===== src/rtl/bfp_frame_scaler_if.sv =====
// rtl/bfp_frame_scaler_if.sv - sample-in / scaled-sample-out handshake bundle
// Ports (slave = scaler side):
//    din_valid/din_ready/din_re/din_im       input samples, WIDTH-bit signed
//    dout_valid/dout_ready/dout_re/dout_im   scaled samples, OUT_WIDTH-bit signed
//    dout_last                               final sample of a frame
//    dout_exp                                right shift applied to the frame
interface bfp_frame_scaler_if #(
   parameter int WIDTH     = 23,
   parameter int OUT_WIDTH = 16,
   parameter int EXP_W     = $clog2(WIDTH)
);
   logic                 din_valid;
   logic                 din_ready;
   logic [WIDTH-1:0]     din_re;
   logic [WIDTH-1:0]     din_im;
   logic                 dout_valid;
   logic                 dout_ready;
   logic [OUT_WIDTH-1:0] dout_re;
   logic [OUT_WIDTH-1:0] dout_im;
   logic                 dout_last;
   logic [EXP_W-1:0]     dout_exp;

   modport slave (
      input  din_valid, din_re, din_im, dout_ready,
      output din_ready, dout_valid, dout_re, dout_im, dout_last, dout_exp
   );

   modport master (
      output din_valid, din_re, din_im, dout_ready,
      input  din_ready, dout_valid, dout_re, dout_im, dout_last, dout_exp
   );
endinterface


===== src/rtl/bfp_frame_scaler.sv =====
// rtl/bfp_frame_scaler.sv - block-floating-point frame normalizer
// Ports:
//    clk   rising-edge clock
//    rst   synchronous active-high reset
//    bus   bfp_frame_scaler_if.slave: frame input stream, scaled output stream,
//          dout_last on the final sample, dout_exp = common right shift
module bfp_frame_scaler #(
   parameter int WIDTH     = 23,
   parameter int OUT_WIDTH = 16,
   parameter int FRAME     = 64
) (
   input logic               clk,
   input logic               rst,
   bfp_frame_scaler_if.slave bus
);
   localparam int AW = $clog2(FRAME);
   localparam int EW = $clog2(WIDTH);

   typedef enum logic {FILL, DRAIN} state_t;

   state_t             state, state_nxt;
   logic [AW-1:0]      wr_cnt;
   logic [AW:0]        rd_cnt;        // reads issued this drain, 0..FRAME
   logic [EW-1:0]      m;
   logic [EW-1:0]      s_q;
   logic [2*WIDTH-1:0] mem [FRAME];
   logic [2*WIDTH-1:0] rd_q;
   logic               dout_valid_q;
   logic               dout_last_q;

   logic               din_hs, rd_en, frame_in_done, frame_out_done;
   logic [EW-1:0]      idx_re, idx_im, m_nxt, s_nxt;

   // highest bit below the sign that differs from the sign; 0 for 0 and -1
   function automatic logic [EW-1:0] lead_idx(input logic [WIDTH-1:0] x);
      lead_idx = '0;
      for (int i = 0; i < WIDTH-1; i++) begin
         if (x[i] != x[WIDTH-1]) lead_idx = EW'(i);
      end
   endfunction

   always_comb begin
      din_hs = bus.din_valid && bus.din_ready;
      idx_re = lead_idx(bus.din_re);
      idx_im = lead_idx(bus.din_im);
      m_nxt  = m;
      if (idx_re > m_nxt) m_nxt = idx_re;
      if (idx_im > m_nxt) m_nxt = idx_im;
      // a value with leading index m needs m+2 bits including sign
      s_nxt = '0;
      if (m_nxt > EW'(OUT_WIDTH-2)) s_nxt = m_nxt - EW'(OUT_WIDTH-2);
      frame_in_done  = din_hs && (wr_cnt == AW'(FRAME-1));
      // refill the read register whenever the current output is empty or leaving
      rd_en          = (state == DRAIN) && (rd_cnt != (AW+1)'(FRAME)) &&
                       (!dout_valid_q || bus.dout_ready);
      frame_out_done = dout_valid_q && bus.dout_ready && dout_last_q;
   end

   always_ff @(posedge clk) begin
      if (rst) state <= FILL;
      else     state <= state_nxt;
   end

   always_comb begin
      state_nxt     = state;
      bus.din_ready = 1'b0;
      case (state)
         FILL: begin
            bus.din_ready = !rst;
            if (frame_in_done) state_nxt = DRAIN;
         end
         DRAIN: begin
            if (frame_out_done) state_nxt = FILL;
         end
         default: state_nxt = FILL;
      endcase
   end

   always_ff @(posedge clk) begin
      if (din_hs) mem[wr_cnt] <= {bus.din_re, bus.din_im};
   end

   always_ff @(posedge clk) begin
      if (rst) begin
         wr_cnt       <= '0;
         rd_cnt       <= '0;
         m            <= '0;
         s_q          <= '0;
         rd_q         <= '0;
         dout_valid_q <= 1'b0;
         dout_last_q  <= 1'b0;
      end else begin
         if (din_hs) begin
            wr_cnt <= wr_cnt + 1'b1;
            m      <= m_nxt;
            if (frame_in_done) s_q <= s_nxt;
         end
         if (rd_en) begin
            rd_q         <= mem[rd_cnt[AW-1:0]];
            rd_cnt       <= rd_cnt + 1'b1;
            dout_valid_q <= 1'b1;
            dout_last_q  <= (rd_cnt == (AW+1)'(FRAME-1));
         end else if (bus.dout_ready) begin
            dout_valid_q <= 1'b0;
         end
         if (frame_out_done) begin
            wr_cnt      <= '0;
            rd_cnt      <= '0;
            m           <= '0;
            dout_last_q <= 1'b0;
         end
      end
   end

   assign bus.dout_valid = dout_valid_q;
   assign bus.dout_last  = dout_last_q;
   assign bus.dout_exp   = s_q;
   assign bus.dout_re    = OUT_WIDTH'($signed(rd_q[2*WIDTH-1:WIDTH]) >>> s_q);
   assign bus.dout_im    = OUT_WIDTH'($signed(rd_q[WIDTH-1:0]) >>> s_q);
endmodule

===== src/flat_wrapper.sv =====
// flat-port wrapper written by rule: the top's interface ports become plain ports
module bfp_frame_scaler_flat 
#(
   parameter int WIDTH     = 23,
   parameter int OUT_WIDTH = 16,
   parameter int FRAME     = 64
)
  (clk, rst, bus_din_valid, bus_din_re, bus_din_im, bus_dout_ready, bus_din_ready, bus_dout_valid, bus_dout_re, bus_dout_im, bus_dout_last, bus_dout_exp);
  bfp_frame_scaler_if #(.WIDTH(WIDTH), .OUT_WIDTH(OUT_WIDTH)) bus_i ();
  input logic clk;
  input logic rst;
  input wire logic [$bits(bus_i.din_valid)-1:0] bus_din_valid;
  input wire logic [$bits(bus_i.din_re)-1:0] bus_din_re;
  input wire logic [$bits(bus_i.din_im)-1:0] bus_din_im;
  input wire logic [$bits(bus_i.dout_ready)-1:0] bus_dout_ready;
  output wire logic [$bits(bus_i.din_ready)-1:0] bus_din_ready;
  output wire logic [$bits(bus_i.dout_valid)-1:0] bus_dout_valid;
  output wire logic [$bits(bus_i.dout_re)-1:0] bus_dout_re;
  output wire logic [$bits(bus_i.dout_im)-1:0] bus_dout_im;
  output wire logic [$bits(bus_i.dout_last)-1:0] bus_dout_last;
  output wire logic [$bits(bus_i.dout_exp)-1:0] bus_dout_exp;
  assign bus_i.din_valid = bus_din_valid;
  assign bus_i.din_re = bus_din_re;
  assign bus_i.din_im = bus_din_im;
  assign bus_i.dout_ready = bus_dout_ready;
  assign bus_din_ready = bus_i.din_ready;
  assign bus_dout_valid = bus_i.dout_valid;
  assign bus_dout_re = bus_i.dout_re;
  assign bus_dout_im = bus_i.dout_im;
  assign bus_dout_last = bus_i.dout_last;
  assign bus_dout_exp = bus_i.dout_exp;
  bfp_frame_scaler #(.WIDTH(WIDTH), .OUT_WIDTH(OUT_WIDTH), .FRAME(FRAME)) u_core (.clk(clk), .rst(rst), .bus(bus_i));
endmodule

===== config.mk =====
export PLATFORM = sky130hd
export DESIGN_NAME = bfp_frame_scaler_flat
export DESIGN_NICKNAME = d
export VERILOG_FILES = /design/src/rtl/bfp_frame_scaler_if.sv /design/src/rtl/bfp_frame_scaler.sv /design/src/flat_wrapper.sv
export SDC_FILE = /design/constraint.sdc
export NUM_CORES = 2
export LEC_CHECK = 0
export BUFFER_PORTS_ARGS = -buffer_cell sky130_fd_sc_hd__buf_4
export CAP_MARGIN = 20
export CELL_PAD_IN_SITES_DETAIL_PLACEMENT = 0
export CELL_PAD_IN_SITES_GLOBAL_PLACEMENT = 1
export CORE_UTILIZATION = 50
export DETAILED_ROUTE_END_ITERATION = 6
export GPL_ROUTABILITY_DRIVEN = 0
export PLACE_DENSITY_LB_ADDON = 0.1
export SYNTH_ARGS = -nofsm -noshare
export SYNTH_HDL_FRONTEND = slang
export SYNTH_SLANG_ARGS = --single-unit

===== constraint.sdc =====
create_clock -name clk -period 10.8 [get_ports clk]
set_clock_uncertainty 0.1 [all_clocks]
set_input_delay 0.54 -clock clk [delete_from_list [all_inputs] [get_ports clk]]
set_output_delay 0.54 -clock clk [all_outputs]
set_load 0.01 [all_outputs]

### Word level (Yosys, flattened, before mapping)

Memories as Yosys holds them, arrays and structs flattened. A register that Yosys moved wholly into a read port is not among the register bits.
Cells that the tools add are included.

| word-level totals | value |
|---|---|
| register bits | 26 |
| memory bits (writable) | 2944 |
| input bits | 50 |
| output and inout bits | 40 |
| memories | 1 |

| cells by class | value |
|---|---|
| add/subtract/negate cells | 3 |
| order comparisons | 3 |
| eq/ne operators | 45 |
| shift-type cells | 2 |
| muxes and demuxes | 53 |
| bitwise logic cells | 1 |
| reductions and logical operators | 12 |

Memories:

| memory | words | bits a word | rd ports | clocked after Yosys merged registers in | write ports | RTL line | text |
|---|---|---|---|---|---|---|---|
| u_core.mem | 64 | 46 | 1 | 1 | 1 | bfp_frame_scaler.sv:26 | `logic [2*WIDTH-1:0] mem [FRAME];` |

Operators by type and width:

| cell | number |
|---|---|
| two-way mux 5 bit | 29 |
| >>> shifter 23 x 5 -> 16 bit | 2 |
| != test 1 bit | 42 |
| two-way mux 4 bit | 8 |
| two-way mux 3 bit | 4 |
| greater-than comparator 5 bit | 2 |
| two-way mux 1 bit | 9 |
| adder 7 x 1 -> 7 bit, second input constant | 1 |
| == test 7 x 6 -> 1 bit, second input constant | 1 |
| != test 7 bit, second input constant | 1 |
| adder 6 x 1 -> 6 bit, second input constant | 1 |
| == test 6 bit, second input constant | 1 |
| logical AND 1 bit | 6 |
| greater-than comparator 5 x 4 -> 1 bit, second input constant | 1 |
| subtractor 5 x 4 -> 5 bit, second input constant | 1 |
| two-way mux 2 bit | 2 |
| logical NOT 1 bit | 2 |
| case mux 1 bit (2 select lines) | 1 |
| AND reduction 2 bit | 1 |
| nonzero test 2 bit | 1 |
| OR reduction 2 bit | 1 |
| logical OR 1 bit | 1 |
| NOT 1 bit | 1 |

### Depth between registers and ports, before layout

| logic depth | value |
|---|---|
| word-level depth | 28 |
| mapped depth | 26 |
| depth with buffers taken out | 25 |

### Worst setup path before layout

OpenSTA, ideal clock, no wires.

| timing path | value |
|---|---|
| path kind | input-to-reg |
| start point | input port rst |
| end point | memory u_core.mem[23][0] in the netlist's numbering, enable pin |
| setup time | 0.581 ns |
| arrival time | 6.481 ns |
| required time | 10.119 ns |
| setup slack | 3.638 ns |
| cell stages on the path | 7 |
| path buffers | 3 |
| cell sequence | clkbuf_1 > nor2_1 > and2_1 > clkbuf_1 > nand4_1 > clkbuf_1 > nor4b_1 |

| between the ends | value |
|---|---|
| word-level cells in the longest chain between the ends | 5 |

RTL lines:

| element | RTL line | text |
|---|---|---|
| from (decl) | flat_wrapper.sv:11 | `input logic rst;` |
| logical NOT 1 bit | bfp_frame_scaler.sv:69 | `bus.din_ready = !rst;` |
| two-way mux 1 bit | bfp_frame_scaler.sv:67 | `case (state)` |
| named net bus_din_ready | flat_wrapper.sv:16 | `output wire logic [$bits(bus_i.din_ready)-1:0] bus_din_ready;` |
| logical AND 1 bit | bfp_frame_scaler.sv:43 | `din_hs = bus.din_valid && bus.din_ready;` |
| two-way mux 1 bit | bfp_frame_scaler.sv:80 | `if (din_hs) mem[wr_cnt] <= {bus.din_re, bus.din_im};` |
| two-way mux 1 bit (not written as such) | bfp_frame_scaler.sv:80 |  |
| to (decl) | bfp_frame_scaler.sv:26 |  |

The timed path passes the listed nets, and every way through them passes these cells.

### Worst setup path after layout

| timing path | value |
|---|---|
| start point | input port bus_din_re[2] |
| end point | register u_core.s_q[2] (netlist: u_core.bus.dout_exp[2]) |

| between the ends | value |
|---|---|
| word-level cells in the longest chain between the ends | 27 |

RTL lines:

| element | RTL line | text |
|---|---|---|
| from (decl) | flat_wrapper.sv:13 | `input wire logic [$bits(bus_i.din_re)-1:0] bus_din_re;` |
| != test 1 bit (*) | bfp_frame_scaler.sv:38 | `if (x[i] != x[WIDTH-1]) lead_idx = EW'(i);` |
| two-way mux 5 bit (*) (20 in series) | bfp_frame_scaler.sv:38 |  |
| greater-than comparator 5 bit | bfp_frame_scaler.sv:47 | `if (idx_re > m_nxt) m_nxt = idx_re;` |
| two-way mux 5 bit (*) | bfp_frame_scaler.sv:47 |  |
| greater-than comparator 5 bit | bfp_frame_scaler.sv:48 | `if (idx_im > m_nxt) m_nxt = idx_im;` |
| two-way mux 5 bit (*) | bfp_frame_scaler.sv:48 |  |
| named net u_core.m_nxt[1] | bfp_frame_scaler.sv:32 | `logic [EW-1:0] idx_re, idx_im, m_nxt, s_nxt;` |
| subtractor 5 x 4 -> 5 bit / greater-than comparator 5 x 4 -> 1 bit (equally long branches) | bfp_frame_scaler.sv:51 | `if (m_nxt > EW'(OUT_WIDTH-2)) s_nxt = m_nxt - EW'(OUT_WIDTH-2);` |
| two-way mux 5 bit (*) | bfp_frame_scaler.sv:51 |  |
| to (signal assigned) | bfp_frame_scaler.sv:96 | `if (frame_in_done) s_q <= s_nxt;` |
| to (decl) | bfp_frame_scaler.sv:25 | `logic [EW-1:0] s_q;` |

The timed path passes the listed nets; every way through them passes the cells marked *.
A chain may end at the register's enable or synchronous reset.

==> run summary <==
number of synthesized register bits - 3016
top_reg_cell synth - edfxtp_1
WP data arrival - 6250 ps
Rel. slew slack - 22.5%
1st-pass router iterations - 5
area leader, netlist - edfxtp_1
Post-CTS Setup Repair Bufs - 0
first-pass GRT wire length - 453 mm
post-synthesis mux area share - 19.6%
Netlist cell types - 64
Ys Warns - 0
adder-cell share of the synthesized area - 0.149%
Clock power frac - 44.3%
Mapped Cells - 5040
final slew viol count - 0
most common cell in the synthesized netlist - edfxtp_1
initial core utilization - 50.5%
simple logic cell fraction of the synthesized area - 1.59%
gr ovfl total - 0
Leak - 39.6 nW
CTS root buffer - clkbuf_16
Layout area overhead - 13.1%
total vias in the final route - 56.8k
DRT Wirelength - 327 mm
row count - 177
Die Wd - 487 um
Sw Share - 19.7%
routed vias/inst - 6.51
Syn Area/Cell - 23.3 um2
Setup-failing EPs final - 0
Reg power frac - 54.2%
maximum clock rate - 0.180 GHz
CP Class - input pin to flop
Initial DRC Count - 7739
clk slew on worst S/H paths - 60 ps
asr flop ratio synth - 0%
HPWL after detailed placement - 176 mm
Longest Clk Path Bufs - 4
clock sinks - 3016
fin crit share - 51.5%
post-route ant nets - 0
Post-synth EDFFs - 2944
P_sw - 4.68 mW
post-layout min period - 5560 ps
vias in the first global route - 56.1k
synth top area cells - edfxtp_1 (75%), mux4_2 (19%), dfxtp_1 (1.2%)
Ports - 90
largest net degree at the start of global routing - 128
average wire per standard cell - 37.4 um
Worst Hold Class - input pin to flop
total CTS buffers - 329
Post-Layout Inst Area - 133000 um2
xor and xnor area share after synthesis - 0.0893%
Pint - 19.0 mW
die area - 237000 um2
Synth Area in Compound Gates - 1.10%
Tightest Pin Transition - 1160 ps
synth cell count leaders - edfxtp_1 (2944), mux4_2 (994), nand2_1 (167)
Syn Nets - 5104
post-synthesis sequential area ratio - 76.4%
startpoint types - input pin
RSZ-0062 raised after global routing - false
maxcap violations - 0
DRC - 0
port bufs - 89
Critical Path RT - 11490 ps
CP max FO - 68
combinational power share - 1.5%
mapped cell area - 118000 um2
final setup TNS - 0 ps
Die H - 487 um
Final Hold Fails - 0
CTS tree - yes
core area - 233000 um2
maximum VDD drop - 140 uV
H-tree depth - 5
Pwr Density - 178 nW/um2
final net count - 5420
largest family of logic cells by synthesized area - multiplexers
share of cells above drive strength 1 - 31.9%
antenna violations before repair - 15
CP Capture Type - flop
Post-CTS Resized - 0
Tot GR Track Use - 27.9%
Worst-Skew Late Latency - 920 ps
run status - completed
top cell type's share of synthesized area - 75.1%
DP Area - 123000 um2
## power by group through the flow
stage / registers, mW / logic (mW) / clock network, mW
floorplan: 13.1 / 0.0958 / 0
global placement: 13.1 / 0.340 / 0
detailed placement: 13.1 / 0.352 / 0
CTS: 12.9 / 0.356 / 10.7
global route: 12.9 / 0.383 / 11.1
finish: 12.9 / 0.357 / 10.5
## repair_timing
action | in CTS | in global routing
endpoints found under the hold margin | 223 | 0
hold buffers | 15 | 0
endpoints found under the setup margin | 0 | 0
## registers in the layout (all words and copies together) (netlist names)
name,cells
u_core.bus.dout_exp,5
u_core.bus.dout_last,1
u_core.bus.dout_valid,1
u_core.m,5
u_core.mem,2944
u_core.rd_cnt,7
u_core.rd_q,46
u_core.state,1
u_core.wr_cnt,6
## layout make-up
class	count	area (um2)
Sequential cell	3016	89900
Clock inverter	140	1120
Antenna cell	5	12.5
Clock buffer	423	8790
Inverter	19	71.3
Fill cell	16900	100000
Tap cell	3132	3920
Multi-Input combinational cell	1722	27000
Timing Repair Buffer	268	2300
## per-layer routing
| layer | vias to the layer above | GRT usage, % | wire, um |
|---|---|---|---|
| met5 | - | 0 | 27 |
| met4 | 4 | 7.70 | 9050 |
| met3 | 478 | 5.01 | 28300 |
| met2 | 2801 | 42.9 | 154000 |
| met1 | 31200 | 41.4 | 135000 |
| li1 | 22300 | - | - |
## worst paths after layout
path,slack [ps],to,startpoint,depth (start not counted)
hold / removal,50,u_core.mem[48][37]$_DFFE_PP_,bus_din_re[14],1
setup / recovery,5240,u_core.bus.dout_exp[2]$_SDFFE_PP0P_,bus_din_re[2],25
setup reg to reg,5780,u_core.mem[38][26]$_DFFE_PP_,u_core.state$_SDFF_PP0_,5
hold reg to reg,370,u_core.rd_q[23]$_SDFFE_PP0P_,u_core.rd_q[23]$_SDFFE_PP0P_,2
## per-stage QoR
step | hold slack [ps] | utilization [%] | total power [mW] | instances | worst slack (ps)
6_report | 53.8 | 57.1 | 23.7 | 8725 | 5240
5_1_grt | 48.6 | 57.1 | 24.4 | 8721 | 4760
4_1_cts | 6.24 | 57.0 | 23.9 | 8718 | 5350
3_5_place_dp | 363 | 52.7 | 13.5 | 8140 | 4750
3_3_place_gp | 360 | 52.7 | 13.4 | 8135 | 4760
2_1_floorplan | 333 | - | 13.2 | 5040 | 3640
## cells in the final DEF, fill, tap and decap left out, types with 17 or more instances in the layout
cell	count
edfxtp_1	2944
nor2b_1	18
clkinv_2	48
mux2i_1	35
o21ai_0	61
clkbuf_1	80
bufinv_16	17
mux4_2	994
dfxtp_1	62
a21oi_1	90
buf_4	236
nand3_1	24
nand2_1	167
inv_1	19
clkinv_1	59
mux2_2	29
nor2_4	60
nor2_1	67
clkbuf_16	335
## kinds of logic after synthesis
kind of cell	count (synthesis)
mux	1058
buf+inv	302
xor+xnor	12
fa+ha+maj	14
flops	3016
compound gates	221
simple gates	417
## critical path, stage by stage
cell and delay (ps):
dlygate4sd3_1 520, buf_4 480, nand2b_1 180, a21oi_1 70
o21ai_0 170, nand3b_1 180, a311oi_1 560, nand2b_1 190
ha_1 240, nand3_1 110, a21boi_1 410, o211ai_1 170
o21ai_0 200, inv_1 80, ha_1 310, nor2b_1 130
o211ai_1 210, nand3_1 120, and2_1 220, o21ai_1 300
inv_1 130, ha_1 250, a21bo_1 190, a31oi_1 170
a21oi_1 70
Note: power is estimated with default switching activity, not from simulation.
